===== src/rtl/click_pkg.sv =====
// Shared constants and state encodings for the click reporter.
// Imported by the UART byte transmitter and the top level.
package click_pkg;

  localparam logic [7:0] ASCII_ZERO = 8'h30;
  localparam logic [7:0] ASCII_CR   = 8'h0D;
  localparam logic [7:0] ASCII_LF   = 8'h0A;
  localparam logic [3:0] COUNT_MAX  = 4'd9;

  typedef enum logic [1:0] {
    MSG_IDLE,
    SEND_DIGIT,
    SEND_CR,
    SEND_LF
  } msg_state_t;

  typedef enum logic [1:0] {
    TX_IDLE,
    TX_START,
    TX_DATA,
    TX_STOP
  } tx_state_t;

  // Mod-10 step; simultaneous up and down cancel out.
  function automatic logic [3:0] count_next(
    input logic [3:0] cur,
    input logic       up,
    input logic       down
  );
    logic [3:0] nxt;
    nxt = cur;
    unique case (1'b1)
      (up & ~down): nxt = (cur == COUNT_MAX) ? 4'd0 : cur + 4'd1;
      (down & ~up): nxt = (cur == 4'd0) ? COUNT_MAX : cur - 4'd1;
      default:      nxt = cur;
    endcase
    return nxt;
  endfunction

endpackage


===== src/rtl/click_reporter_if.sv =====
// Button inputs and reporting outputs of the click reporter.
// The bench drives the master side, the design sits on the slave side.
interface click_reporter_if;

  logic       UP;
  logic       DOWN;
  logic       UART_TX;
  logic [3:0] COUNT;
  logic       BUSY;

  modport master (
    output UP,
    output DOWN,
    input  UART_TX,
    input  COUNT,
    input  BUSY
  );

  modport slave (
    input  UP,
    input  DOWN,
    output UART_TX,
    output COUNT,
    output BUSY
  );

endinterface


===== src/rtl/uart_tx.sv =====
// 8N1 byte transmitter, LSB first, CLKS_PER_BIT cycles per bit.
// The last stop-bit cycle is spent in IDLE so a queued byte follows gap-free.
module uart_tx
  import click_pkg::*;
#(
  parameter int CLKS_PER_BIT = 217
) (
  input  logic       CLK,
  input  logic       RST_N,
  input  logic [7:0] DATA,
  input  logic       VALID,
  output logic       READY,
  output logic       TX
);

  localparam int CW = $clog2(CLKS_PER_BIT);
  localparam logic [CW-1:0] LAST = CW'(CLKS_PER_BIT - 1);
  localparam logic [CW-1:0] STOP_LAST = CW'(CLKS_PER_BIT - 2);

  tx_state_t     state;
  logic [CW-1:0] baud;
  logic [2:0]    idx;
  logic [7:0]    shreg;

  assign READY = (state == TX_IDLE);

  always_ff @(posedge CLK or negedge RST_N) begin
    if (!RST_N) begin
      state <= TX_IDLE;
      TX    <= 1'b1;
      baud  <= '0;
      idx   <= 3'd0;
      shreg <= 8'd0;
    end else begin
      unique case (state)
        TX_IDLE: begin
          if (VALID) begin
            shreg <= DATA;
            TX    <= 1'b0;
            baud  <= '0;
            state <= TX_START;
          end
        end
        TX_START: begin
          if (baud == LAST) begin
            baud  <= '0;
            idx   <= 3'd0;
            TX    <= shreg[0];
            shreg <= shreg >> 1;
            state <= TX_DATA;
          end else begin
            baud <= baud + 1'b1;
          end
        end
        TX_DATA: begin
          if (baud == LAST) begin
            baud <= '0;
            if (idx == 3'd7) begin
              TX    <= 1'b1;
              state <= TX_STOP;
            end else begin
              idx   <= idx + 3'd1;
              TX    <= shreg[0];
              shreg <= shreg >> 1;
            end
          end else begin
            baud <= baud + 1'b1;
          end
        end
        TX_STOP: begin
          if (baud == STOP_LAST) begin
            baud  <= '0;
            state <= TX_IDLE;
          end else begin
            baud <= baud + 1'b1;
          end
        end
      endcase
    end
  end

endmodule


===== src/rtl/click_reporter.sv =====
// Mod-10 up/down click counter that reports each new value over UART
// as digit, CR, LF; changes during a message coalesce into one follow-up.
module click_reporter
  import click_pkg::*;
#(
  parameter int CLKS_PER_BIT = 217
) (
  input  logic             CLK,
  input  logic             RST_N,
  click_reporter_if.slave  io
);

  logic       up_prev;
  logic       down_prev;
  logic       pending;
  logic       busy;
  logic [3:0] count;
  msg_state_t state;

  logic       up_rise;
  logic       down_rise;
  logic       changed;
  logic [7:0] tx_data;
  logic       tx_valid;
  logic       tx_ready;
  logic       tx_line;
  logic       accept;
  logic       start_msg;

  assign up_rise   = io.UP & ~up_prev;
  assign down_rise = io.DOWN & ~down_prev;
  assign changed   = up_rise ^ down_rise;
  assign accept    = tx_valid & tx_ready;
  assign start_msg = (state == MSG_IDLE) & accept;

  // The digit is taken from COUNT in the very cycle it is accepted.
  always_comb begin
    tx_valid = 1'b0;
    tx_data  = ASCII_ZERO + {4'd0, count};
    unique case (state)
      MSG_IDLE:   tx_valid = pending;
      SEND_DIGIT: begin
        tx_valid = 1'b1;
        tx_data  = ASCII_CR;
      end
      SEND_CR: begin
        tx_valid = 1'b1;
        tx_data  = ASCII_LF;
      end
      SEND_LF:    tx_valid = 1'b0;
    endcase
  end

  always_ff @(posedge CLK or negedge RST_N) begin
    if (!RST_N) begin
      up_prev   <= 1'b1;
      down_prev <= 1'b1;
      count     <= 4'd0;
      pending   <= 1'b0;
      busy      <= 1'b0;
      state     <= MSG_IDLE;
    end else begin
      up_prev   <= io.UP;
      down_prev <= io.DOWN;
      if (changed) begin
        count <= count_next(count, up_rise, down_rise);
      end
      pending <= changed | (pending & ~start_msg);
      unique case (state)
        MSG_IDLE: begin
          if (accept) begin
            state <= SEND_DIGIT;
            busy  <= 1'b1;
          end
        end
        SEND_DIGIT: if (accept) state <= SEND_CR;
        SEND_CR:    if (accept) state <= SEND_LF;
        SEND_LF: begin
          if (tx_ready) begin
            state <= MSG_IDLE;
            busy  <= 1'b0;
          end
        end
      endcase
    end
  end

  uart_tx #(
    .CLKS_PER_BIT(CLKS_PER_BIT)
  ) u_uart_tx (
    .CLK  (CLK),
    .RST_N(RST_N),
    .DATA (tx_data),
    .VALID(tx_valid),
    .READY(tx_ready),
    .TX   (tx_line)
  );

  assign io.UART_TX = tx_line;
  assign io.COUNT   = count;
  assign io.BUSY    = busy;

endmodule


===== src/flat_wrapper.sv =====
// flat-port wrapper written by rule: the top's interface ports become plain ports
module click_reporter_flat import click_pkg::*;
#(
  parameter int CLKS_PER_BIT = 217
)
  (CLK, RST_N, io_UP, io_DOWN, io_UART_TX, io_COUNT, io_BUSY);
  click_reporter_if io_i ();
  input  logic CLK;
  input  logic RST_N;
  input wire logic [$bits(io_i.UP)-1:0] io_UP;
  input wire logic [$bits(io_i.DOWN)-1:0] io_DOWN;
  output wire logic [$bits(io_i.UART_TX)-1:0] io_UART_TX;
  output wire logic [$bits(io_i.COUNT)-1:0] io_COUNT;
  output wire logic [$bits(io_i.BUSY)-1:0] io_BUSY;
  assign io_i.UP = io_UP;
  assign io_i.DOWN = io_DOWN;
  assign io_UART_TX = io_i.UART_TX;
  assign io_COUNT = io_i.COUNT;
  assign io_BUSY = io_i.BUSY;
  click_reporter #(.CLKS_PER_BIT(CLKS_PER_BIT)) u_core (.CLK(CLK), .RST_N(RST_N), .io(io_i));
endmodule

===== config.mk =====
export PLATFORM = sky130hd
export DESIGN_NAME = click_reporter_flat
export DESIGN_NICKNAME = d
export VERILOG_FILES = /design/src/rtl/click_pkg.sv /design/src/rtl/click_reporter_if.sv /design/src/rtl/uart_tx.sv /design/src/rtl/click_reporter.sv /design/src/flat_wrapper.sv
export SDC_FILE = /design/constraint.sdc
export NUM_CORES = 1
export LEC_CHECK = 0
export ABC_CLOCK_PERIOD_IN_PS = 5900
export CAP_MARGIN = 40
export CELL_PAD_IN_SITES_DETAIL_PLACEMENT = 1
export CELL_PAD_IN_SITES_GLOBAL_PLACEMENT = 1
export CORE_MARGIN = 2
export CORE_UTILIZATION = 53
export DETAILED_ROUTE_END_ITERATION = 10
export DONT_BUFFER_PORTS = 1
export MAX_ROUTING_LAYER = met4
export PLACE_DENSITY_LB_ADDON = 0.1
export SLEW_MARGIN = 40
export SYNTH_ARGS = -nofsm -noshare
export SYNTH_HDL_FRONTEND = slang
export SYNTH_SLANG_ARGS = --single-unit

===== constraint.sdc =====
create_clock -name CLK -period 5.9 [get_ports CLK]
set_input_delay 0.885 -clock CLK [delete_from_list [all_inputs] [get_ports CLK]]
set_output_delay 0.885 -clock CLK [all_outputs]
set_load 0.05 [all_outputs]

==> impl_metrics.csv, run 1 <==
group,metric,value,unit
outcome,status,"completed",
global_route,grt_pass1_wl,7270,um
clocking,path_clk_slew,70,ps
worst_setup_path,worst-setup-path-type,"reg2reg",
floorplanning,ios,10,
clocking,cts_tree,"built",
worst_setup_path,cp_data_required_time,6070,ps
pwr,p_comb_share,49.1,%
detailed_routing,routed_wl,4190,um
yosys,syn_area,1970,um^2
clocking,cts_hold_buf,0,
detailed_routing,via_count,1454,
clocking,cts_buffer_depth,2,
yosys,synthCells,197,
yosys,synth_largest_area_cell,"dfrtp_1",
final_layout,antenna_cells,0,
pwr,p_sw_share,47.8,%
worst_setup_path,r2r_slack,3680,ps
place,place_hpwl,3060,um
sta,setup_violations,0,
sta,hold_ws,278,ps
global_route,grt_use_total,23.1,%
sta,clock_skew,9.59,ps
pwr,powerDensity,582,nW/um^2
worst_setup_path,critPathLaunch,"u_core.state[0]",
pwr,internal_power,0.000629,W
pwr,peakVddDrop,0.335,mV
worst_setup_path,critPathLaunchType,"flip-flop",
sta,worst_slack,3680,ps
yosys,synth_top_flop_cell,"dfrtp_1",
detailed_routing,postRouteAntennaNets,0,
yosys,ys_warn_count,0,
detailed_routing,drc,0,
yosys,synth-edff-count,0,
clocking,postCtsSetupBuffers,0,
final_layout,syn2layout_area_growth,5.22,%
sta,max_freq,451,MHz
hold_path,hold_class,"in2async",
clocking,cts_sinks,30,
clocking,clk_latency,290,ps
yosys,yosysUniqueCellTypes,49,
worst_setup_path,crit_arrival,2390,ps
yosys,synthArstFlopShare,100,%
floorplanning,die_area,4210,um^2
run,drv_cap,0,
yosys,syn_nets,217,
worst_setup_path,end_kind,"flip-flop",
yosys,synth_area_leaders,"dfrtp_1 34%, ha_1 10%, o21ai_0 4.1%",
global_route,overflow,0,
floorplanning,rows,22,
sta,period_share,37.6,%
yosys,ys_ff_latch,30,
floorplanning,die_width,64.9,um
global_route,grt_start_max_net_pins,31,
final_layout,fin_util,57.4,%
clocking,clockRootBuffer,"clkbuf_8",
final_layout,seqCellArea,754,um^2
yosys,synth.avg_cell_area,9.98,um^2
worst_setup_path,path_max_fanout,10,
yosys,synth-seq-area-share,38.4,%
clocking,cts-resized-gates,0,
sta,maxSlewViolCount,0,
yosys,yosys.area.top_type_share,34.4,%
worst_setup_path,reg2regPathDepth,6,
place,gp_congestion,0.728,
detailed_routing,via_per_inst,5.98,
floorplanning,die_h,64.9,um
detailed_routing,wl_per_cell,17.2,um
pwr,seq_power_share,36.2,%
place,io_buffers,0,
sta,rsz0062_at_grt,"false",
detailed_routing,drt_pass1_iterations,4,
pwr,p_leak,0.908,nW
sta,tns,0,ps
floorplanning,initial_core_util,54.5,%
global_route,grt_pass1_vias,1532,
final_layout,final_cell_mix,"27 x dfrtp_1, 18 x nand2_1, 16 x o21ai_0, 16 x ha_1, 13 x inv_1",
global_route,grt_antenna_before_repair,0,
final_layout,nets,214,
final_layout,layout-drive-gt1-share,13.3,%
final_layout,multi_input_area,1110,um^2
sta,relSlewSlack,49.6,%
final_layout,fillerInstances,423,
pwr,power_frac_clock,14.7,%
sta,finalHoldViolations,0,
final_layout,final_common_cell,"dfrtp_1",
floorplanning,core_area,3610,um^2
worst_setup_path,crit_end,"u_core.u_uart_tx.baud[7]",
clocking,cts_max_level,2,
clocking,cts_made_buffers,5,
detailed_routing,drt_iter0_markers,72,
pwr,power_switching,0.000576,W
sta,tightest_slew,755,ps
worst_setup_path,reg2reg_to,"u_core.u_uart_tx.baud[7]",
worst_setup_path,reg2reg_from,"u_core.state[0]",
sta,fin_crit,2220,ps
place,pre_cts_ws,3710,ps
==> cells in the mapped netlist (all sizes together) (4+ instances only) <==
master  instances
mux2i           6
o21ai          17
inv            13
nand2b          4
buf             5
clkbuf          5
nand3           4
nor2            9
mux2            8
ha             16
a211o           6
nand2          18
a21oi          10
a211oi          6
dfrtp          27
==> critical path, cell delays in order, from the launching register on <==
cell and delay [ps]:
dfrtp_1 410, inv_1 100, ha_1 430, mux2i_4 310
and2_1 410, a2111oi_0 140, a211o_1 300
==> per-layer routing <==
metal / wire, um / share of wire, % / vias to the layer above / GRT usage (%)
met5: 0 / 0 / - / -
met4: 51 / 1.2 / 0 / 6.91
met3: 103 / 2.5 / 11 / 4.86
met2: 2120 / 51 / 13 / 39.9
met1: 1920 / 46 / 724 / 27.1
li1: - / - / 706 / -
==> area by class of cell <==
cell class | count | area share, %
Multi-Input combinational cell | 144 | 53.7
Sequential cell | 30 | 36.5
Clock buffer | 6 | 3.99
Tap cell | 48 | 2.90
Inverter | 13 | 2.36
Clock inverter | 2 | 0.605
==> worst min path at each step <==
stage	start	endpoint	slack, ps	depth (start not counted)
floorplan	u_core.u_uart_tx.shreg[5]	u_core.u_uart_tx.shreg[5]	480	1
global placement	u_core.u_uart_tx.shreg[5]	u_core.u_uart_tx.shreg[5]	490	1
detailed placement	u_core.u_uart_tx.shreg[1]	u_core.u_uart_tx.shreg[1]	500	1
CTS	RST_N	u_core.u_uart_tx.idx[2]	280	0
global route	RST_N	u_core.u_uart_tx.state[1]	270	0
finish	RST_N	u_core.u_uart_tx.idx[2]	280	0
==> sequential cells by signal, summed over array words and instances (netlist names) <==
name / cells
u_core.pending: 1
u_core.u_uart_tx.idx: 3
u_core.u_uart_tx.shreg: 6
u_core.down_prev: 1
u_core.u_uart_tx.state: 2
u_core.state: 2
u_core.io.BUSY: 1
u_core.u_uart_tx.baud: 8
u_core.u_uart_tx.TX: 1
u_core.io.COUNT: 4
u_core.up_prev: 1
==> kinds of logic (layout without fill, tap and decap cells) <==
logic type	after synthesis	count (layout)	share of synthesized area, %
adder cells (fa/ha/maj)	16	16	10.2
AND/OR/NAND/NOR	46	46	12.3
multiplexers	14	14	8.47
XOR/XNOR	3	3	1.34
buffers and inverters	23	21	5.16
AO/OA/AOI/OAI	65	65	24.2
flip-flops	30	30	38.4
==> power by group through the flow <==
stage | logic (W) | clock network [W] | registers (W)
after floorplan | 0.000506 | 0 | 0.000398
after global placement | 0.000556 | 0 | 0.000432
after detailed placement | 0.000589 | 0 | 0.000440
after CTS | 0.000595 | 0.000180 | 0.000437
after global routing | 0.000664 | 0.000188 | 0.000447
final | 0.000591 | 0.000177 | 0.000436
==> stage by stage <==
stage / instance area [um^2] / instances / total power (W)
6_report: 2070 / 243 / 0.00120
5_1_grt: 2070 / 243 / 0.00130
4_1_cts: 2070 / 243 / 0.00121
3_5_place_dp: 1970 / 235 / 0.00103
3_3_place_gp: 1970 / 235 / 0.000988
2_1_floorplan: 1970 / 197 / 0.000904
Note: power is estimated with default switching activity, not from simulation.
==> run 2: changes to the inputs <==
--- a/config.mk
+++ b/config.mk
@@ -5,12 +5,13 @@
 export SDC_FILE = /design/constraint.sdc
 export NUM_CORES = 1
 export LEC_CHECK = 0
-export ABC_CLOCK_PERIOD_IN_PS = 5900
+export ABC_AREA = 1
+export ABC_CLOCK_PERIOD_IN_PS = 2200
 export CAP_MARGIN = 40
 export CELL_PAD_IN_SITES_DETAIL_PLACEMENT = 1
 export CELL_PAD_IN_SITES_GLOBAL_PLACEMENT = 1
 export CORE_MARGIN = 2
-export CORE_UTILIZATION = 53
+export CORE_UTILIZATION = 47
 export DETAILED_ROUTE_END_ITERATION = 10
 export DONT_BUFFER_PORTS = 1
 export MAX_ROUTING_LAYER = met4
==> constraint.sdc (replaced) <==
create_clock -name CLK -period 2.2 [get_ports CLK]
set_input_delay 0.33 -clock CLK [delete_from_list [all_inputs] [get_ports CLK]]
set_output_delay 0.33 -clock CLK [all_outputs]
set_load 0.05 [all_outputs]
==> run 2 against run 1 <==
Net effect:
- design area decreased by 1.2%
- flip-flop and latch count stayed put
- count of clock-buffer cells in the layout rose by 2
- non-clock buffer count rose by 6
- largest cell class unchanged
- maximum frequency grew 19%
- die area is 6.2% higher
- synthesized area shrank 5.4%
- register-to-register slack got worse by 3300 ps
==> impl_metrics.csv, run 2 <==
group,metric,value,unit
place,place_inst,285,
pwr,peakVddDrop,0.478,mV
floorplanning,die_width,66.9,um
clocking,cts_tree,"built",
detailed_routing,routed_wl,4080,um
place,io_buffers,0,
global_route,grt_pass1_wl,6930,um
yosys,synth.area.mux_share,0.538,%
clocking,clk_latency,280,ps
floorplanning,initial_core_util,49.7,%
sta,maxSlewViolCount,0,
global_route,grt_pass1_vias,1627,
place,gp_congestion,0.795,
hold_path,hold_class,"in2reg",
worst_setup_path,end_kind,"flip-flop",
clocking,cts_buffer_depth,2,
worst_setup_path,critical-path-top-delay-family,"simple AND/OR/NAND/NOR gates",
yosys,synth_compound_area_share,10.1,%
worst_setup_path,cp_data_required_time,2350,ps
yosys,synth_fa_ha_area_share,10.8,%
sta,rsz0062_at_grt,"false",
clocking,clockRootBuffer,"clkbuf_8",
sta,setup_violations,0,
final_layout,stdcell_area,2040,um^2
yosys,synth_top_family_by_area,"simple AND/OR/NAND/NOR gates",
sta,period_share,84.5,%
detailed_routing,via_per_inst,5.23,
yosys,synth_common_cells,"67 x nand2_1, 29 x inv_1, 27 x dfrtp_1, 19 x nand3_1, 18 x nor2_1",
run,drv_cap,0,
pwr,powerDensity,721,nW/um^2
clocking,cts-resized-gates,0,
worst_setup_path,path_max_fanout,11,
yosys,syn_area,1860,um^2
sta,clock_skew,6.03,ps
place,place_hpwl,3140,um
worst_setup_path,worst-setup-path-type,"reg2reg",
place,dpl_cell_area,1930,um^2
yosys,synth.avg_cell_area,7.91,um^2
floorplanning,core_area,3740,um^2
yosys,ys_ff_latch,30,
detailed_routing,drt_pass1_iterations,4,
worst_setup_path,crit_path_max_incr_delay,410,ps
floorplanning,rows,22,
yosys,yosys.cell_count.top_type,"nand2_1",
global_route,grt_antenna_before_repair,0,
detailed_routing,postRouteAntennaNets,0,
worst_setup_path,path_cells,"inv_1, ha_1, nand2_1, nand3_2, nand2_1, inv_1, nand2_4, nor2_8, nand2_1, o21ai_0",
clocking,cts_max_level,2,
yosys,synthSimpleGateAreaFrac,28.7,%
clocking,cts_made_buffers,5,
sta,tightest_slew,481,ps
final_layout,layout-drive-gt1-share,9.72,%
worst_setup_path,path_buf_inv,2,
floorplanning,ios,10,
final_layout,top_register,"u_core.u_uart_tx.baud",
final_layout,fillerInstances,481,
yosys,synth_xor_area_share,2.36,%
yosys,yosysUniqueCellTypes,29,
final_layout,layout.cells.non_filler,295,
yosys,synth_area_leaders,"dfrtp_1 36%, nand2_1 14%, ha_1 11%",
final_layout,antenna_cells,0,
yosys,synth_top_flop_cell,"dfrtp_1",
detailed_routing,drc,0,
global_route,grt_use_total,21.1,%
detailed_routing,via_count,1543,
global_route,overflow,0,
sta,max_freq,538,MHz
clocking,path_clk_slew,60,ps
final_layout,final_cell_mix,"67 x nand2_1, 29 x inv_1, 27 x dfrtp_1, 19 x nand3_1, 18 x nor2_1",
yosys,yosys.area.top_type_share,36.3,%
pwr,p_leak,1.04,nW
yosys,synthCells,235,
sta,finalHoldViolations,0,
yosys,synth-seq-area-share,40.6,%
yosys,synth_largest_area_cell,"dfrtp_1",
worst_setup_path,crit_slowest_cell,"dfrtp_1",
sta,relSlewSlack,67.9,%
yosys,synth-edff-count,0,
yosys,synthArstFlopShare,100,%
yosys,ys_warn_count,0,
worst_setup_path,path_common_cell,"nand2_1",
global_route,grt_start_max_net_pins,31,
floorplanning,die_h,66.9,um
sta,tns,0,ps
detailed_routing,wl_per_cell,13.8,um
sta,fin_crit,1860,ps
yosys,syn_nets,255,
outcome,status,"completed",
final_layout,largest_reg_flops,8,
detailed_routing,drt_iter0_markers,41,
final_layout,final_common_cell,"nand2_1",
final_layout,syn2layout_area_growth,9.89,%
final_layout,nets,266,
worst_setup_path,critPathLaunchType,"flip-flop",
worst_setup_path,crit_arrival,2010,ps
clocking,cts_sinks,30,
floorplanning,die_area,4470,um^2
-- run 2: cell types whose count changed after synthesis, moves of 5 or more --
cell	before	now
nand2_1	18	67
inv_1	13	29
nand3_1	4	19
nor2_1	9	18
mux2_2	7	0
a211o_1	6	0
a211oi_1	6	0
clkbuf_1	5	0
-- run 2: worst paths after layout --
check,startpoint,end,slack (ps),depth (start not counted)
setup / recovery,u_core.state[0],u_core.u_uart_tx.shreg[4],340,10
hold / removal,io_UP,u_core.up_prev,50,0
setup reg to reg,u_core.state[0],u_core.u_uart_tx.shreg[4],340,10
hold reg to reg,u_core.u_uart_tx.idx[1],u_core.u_uart_tx.idx[1],500,2
max in group asynchronous,RST_N,u_core.up_prev,1470,2
min in group asynchronous,RST_N,u_core.u_uart_tx.baud[2],490,2
-- run 2: logic make-up (layout without fill, tap and decap cells) --
family                     count (synthesis)  in the layout
AOI/OAI and AO/OA                         32             32
xor gates and xnor gates                   5              5
adders and majority gates                 16             16
buffers and inverters                     32             44
DFF                                       30             30
muxes                                      1              1
and+or+nand+nor                          119            119
-- run 2: cell type report --
class / count / area, um^2 / area share (%)
clock buffer: 8 / 80.1 / 3.92
inverter: 30 / 113 / 5.51
multi-input combinational: 173 / 976 / 47.8
sequential: 30 / 754 / 36.9
tap: 48 / 60.1 / 2.94
timing repair buffer: 6 / 60.1 / 2.94
-- run 2: where the power goes --
part	internal, W	total [W]	switching, W
sequential	0.000593	0.000635	0.0000425
combinational	0.000119	0.000419	0.000300
clock	0.000224	0.000420	0.000196
-- run 2: per-layer routing --
layer	track usage, %	wire length [um]	vias up
li1	-	-	775
met1	22.7	1880	740
met2	38.0	2030	20
met3	4.56	105	8
met4	7.65	62	0
met5	-	0	-
-- run 2: through the flow --
stage               utilization [%]  worst slack (ps)  power, W  hold WS [ps]
CTS                            54.6               346   0.00149          39.4
global route                   54.6               152   0.00156          33.4
detailed placement             51.6               357   0.00105          35.2
global placement               51.6               467   0.00103          35.2
finish                         54.6               340   0.00147          50.0
floorplan                         -               663  0.000927          34.4
-- run 2: what timing repair did --
action | 4_1_cts | 5_1_grt
hold buffers | 2 | 0
endpoints found under the setup margin | 0 | 0
hold endpoints to repair | 30 | 0
setup buffers | 0 | 0
==> run 3: changes to the inputs <==
--- a/config.mk
+++ b/config.mk
@@ -5,13 +5,13 @@
 export SDC_FILE = /design/constraint.sdc
 export NUM_CORES = 1
 export LEC_CHECK = 0
-export ABC_AREA = 1
-export ABC_CLOCK_PERIOD_IN_PS = 2200
+export ABC_AREA = 0
+export ABC_CLOCK_PERIOD_IN_PS = 1900
 export CAP_MARGIN = 40
 export CELL_PAD_IN_SITES_DETAIL_PLACEMENT = 1
 export CELL_PAD_IN_SITES_GLOBAL_PLACEMENT = 1
 export CORE_MARGIN = 2
-export CORE_UTILIZATION = 47
+export CORE_UTILIZATION = 50
 export DETAILED_ROUTE_END_ITERATION = 10
 export DONT_BUFFER_PORTS = 1
 export MAX_ROUTING_LAYER = met4
==> constraint.sdc (replaced) <==
create_clock -name CLK -period 1.9 [get_ports CLK]
set_input_delay 0.285 -clock CLK [delete_from_list [all_inputs] [get_ports CLK]]
set_output_delay 0.285 -clock CLK [all_outputs]
set_load 0.05 [all_outputs]
==> run 3 against run 2 <==
Net effect:
- maximum frequency is 0.88% higher
- via count grew 3.5%
- combinational power grew to 6.1 times the previous value
- setup slack got worse by 280 ps
- routed wire length up 23%
- clock skew barely moved
- sequential power is 87% higher
- power rose to 2.9 times the previous value
- flip-flop and latch count stayed put
- non-clock buffer count increased by 14
==> impl_metrics.csv, run 3 (synthesis gave the netlist of run 1 again) <==
group,metric,value,unit
floorplanning,initial_core_util,52.9,%
worst_setup_path,cp_data_required_time,2070,ps
sta,fin_crit,1840,ps
worst_setup_path,end_kind,"flip-flop",
final_layout,stdcell_area,2320,um^2
clocking,clockRootBuffer,"clkbuf_8",
final_layout,top_register,"u_core.u_uart_tx.baud",
final_layout,layout-drive-gt1-share,25.6,%
pwr,power_frac_clock,12.7,%
place,dpl_cell_area,2060,um^2
sta,clock_skew,6.52,ps
detailed_routing,m1WireLength,2100,um
final_layout,syn2layout_area_growth,18.0,%
detailed_routing,top_layer,"met4",
pwr,powerDensity,1850,nW/um^2
global_route,overflow,0,
outcome,status,"completed",
worst_setup_path,crit_slowest_cell,"dfrtp_1",
detailed_routing,routed-wl-met3,162,um
detailed_routing,via_per_inst,6.07,
detailed_routing,wl_met2,2680,um
run,drv_cap,0,
sta,period_share,97.0,%
sta,relSlewSlack,65.4,%
pwr,p_sw_share,46.7,%
clocking,cts_max_level,2,
place,place_hpwl,3460,um
worst_setup_path,crit_arrival,2010,ps
global_route,grt_antenna_before_repair,0,
place,gp_congestion,0.872,
pwr,seq_power_share,27.8,%
detailed_routing,via_count,1597,
sta,hold_ws,445,ps
clocking,cts_sinks,30,
global_route,grt_start_max_net_pins,31,
worst_setup_path,r2r_slack,60,ps
floorplanning,rows,22,
pwr,p_leak,1.02,nW
floorplanning,die_h,66.7,um
pwr,power_switching,0.00201,W
sta,rsz0062_at_grt,"true",
pwr,internal_power,0.00229,W
detailed_routing,routed_wl,5000,um
worst_setup_path,crit_path_max_incr_delay,410,ps
floorplanning,die_area,4450,um^2
clocking,cts_buffer_depth,2,
worst_setup_path,worst-setup-path-type,"reg2reg",
clocking,path_clk_slew,70,ps
detailed_routing,wl_per_cell,19.0,um
pwr,peakVddDrop,0.972,mV
pwr,p_comb_share,59.5,%
clocking,cts_made_buffers,5,
sta,max_freq,542,MHz
global_route,grt_pass1_wl,8040,um
final_layout,final_cell_mix,"26 x dfrtp_1, 17 x nand2_1, 16 x o21ai_0, 15 x buf_4, 13 x ha_1",
detailed_routing,postRouteAntennaNets,0,
detailed_routing,drt_pass1_iterations,4,
global_route,grt_use_total,25.1,%
worst_setup_path,path_max_fanout,6,
sta,setup_violations,0,
detailed_routing,drt_iter0_markers,104,
hold_path,hold_class,"in2async",
global_route,grt_pass1_vias,1665,
worst_setup_path,critical-path-top-delay-family,"multiplexers",
final_layout,antenna_cells,0,
worst_setup_path,critPathLaunchType,"flip-flop",
final_layout,nets,234,
floorplanning,die_width,66.7,um
final_layout,largest_reg_flops,8,
floorplanning,core_area,3720,um^2
worst_setup_path,path_buf_inv,1,
floorplanning,ios,10,
sta,finalHoldViolations,0,
place,io_buffers,0,
detailed_routing,drc,0,
sta,tightest_slew,519,ps
clocking,clk_latency,290,ps
final_layout,final_common_cell,"dfrtp_1",
sta,maxSlewViolCount,0,
worst_setup_path,path_cells,"inv_2, ha_2, mux2i_4, nand2_4, o211ai_4, mux2_2",
clocking,cts_tree,"built",
## run 3: changes by cell type in the layout (fill, tap and decap cells not counted), moves of 4 or more
cell,previous run,this run
nand2_1,67,17
inv_1,29,11
nand3_1,19,4
nor2_1,18,6
buf_4,4,15
mux2_2,0,7
a211o_1,0,6
a211oi_1,0,6
a21oi_1,6,10
mux2i_1,1,5
nand2b_1,0,4
nand4_1,5,1
## run 3: worst paths after layout
path	start	endpoint	cells past startpoint
max in group asynchronous	RST_N	u_core.down_prev	2
worst max-delay path	u_core.state[1]	u_core.u_uart_tx.shreg[2]	6
worst max register to register	u_core.state[1]	u_core.u_uart_tx.shreg[2]	6
worst min register to register	u_core.u_uart_tx.shreg[3]	u_core.u_uart_tx.shreg[3]	1
min in group CLK	io_UP	u_core.io.COUNT[0]	3
worst min-delay path	RST_N	u_core.u_uart_tx.baud[3]	2
## run 3: per-layer routing
metal	GRT usage, %	up-vias
li1	-	751
met1	27.7	805
met2	44.8	34
met3	5.74	7
met4	7.91	0
met5	-	-
## run 3: what timing repair did
item                                    4_1_cts  5_1_grt
hold buffers                                  4        0
endpoints found under the setup margin        8       17
resized for setup                             4       17
endpoints found under the hold margin        32        0
pin swaps                                     0        2
setup buffers                                 1        4
## run 3: cell type report
class	count	area [um^2]
Sequential cell	30	756
Fill cell	409	1400
Clock inverter	1	5.00
Clock buffer	7	86.3
Inverter	13	48.8
Timing Repair Buffer	20	174
Multi-Input combinational cell	144	1190
Tap cell	48	60.1
## run 3: through the flow
stage	setup TNS [ps]	setup slack (ps)	cells	total power (W)	util, %
detailed placement	-294	-54.2	246	0.00343	55.4
global placement	0	56.1	246	0.00327	55.4
global route	-20.5	-18.0	263	0.00458	62.4
floorplan	-1.76	-0.881	197	0.00282	-
CTS	-30.0	-15.4	259	0.00408	59.8
finish	0	56.5	263	0.00430	62.4
## run 3: power groups by stage
stage               Combinational [W]  Clock [W]  Sequential, W
floorplan                     0.00158          0        0.00123
global placement              0.00210          0        0.00118
detailed placement            0.00223          0        0.00120
CTS                           0.00234   0.000551        0.00119
global route                  0.00277   0.000578        0.00123
finish                        0.00256   0.000546        0.00119
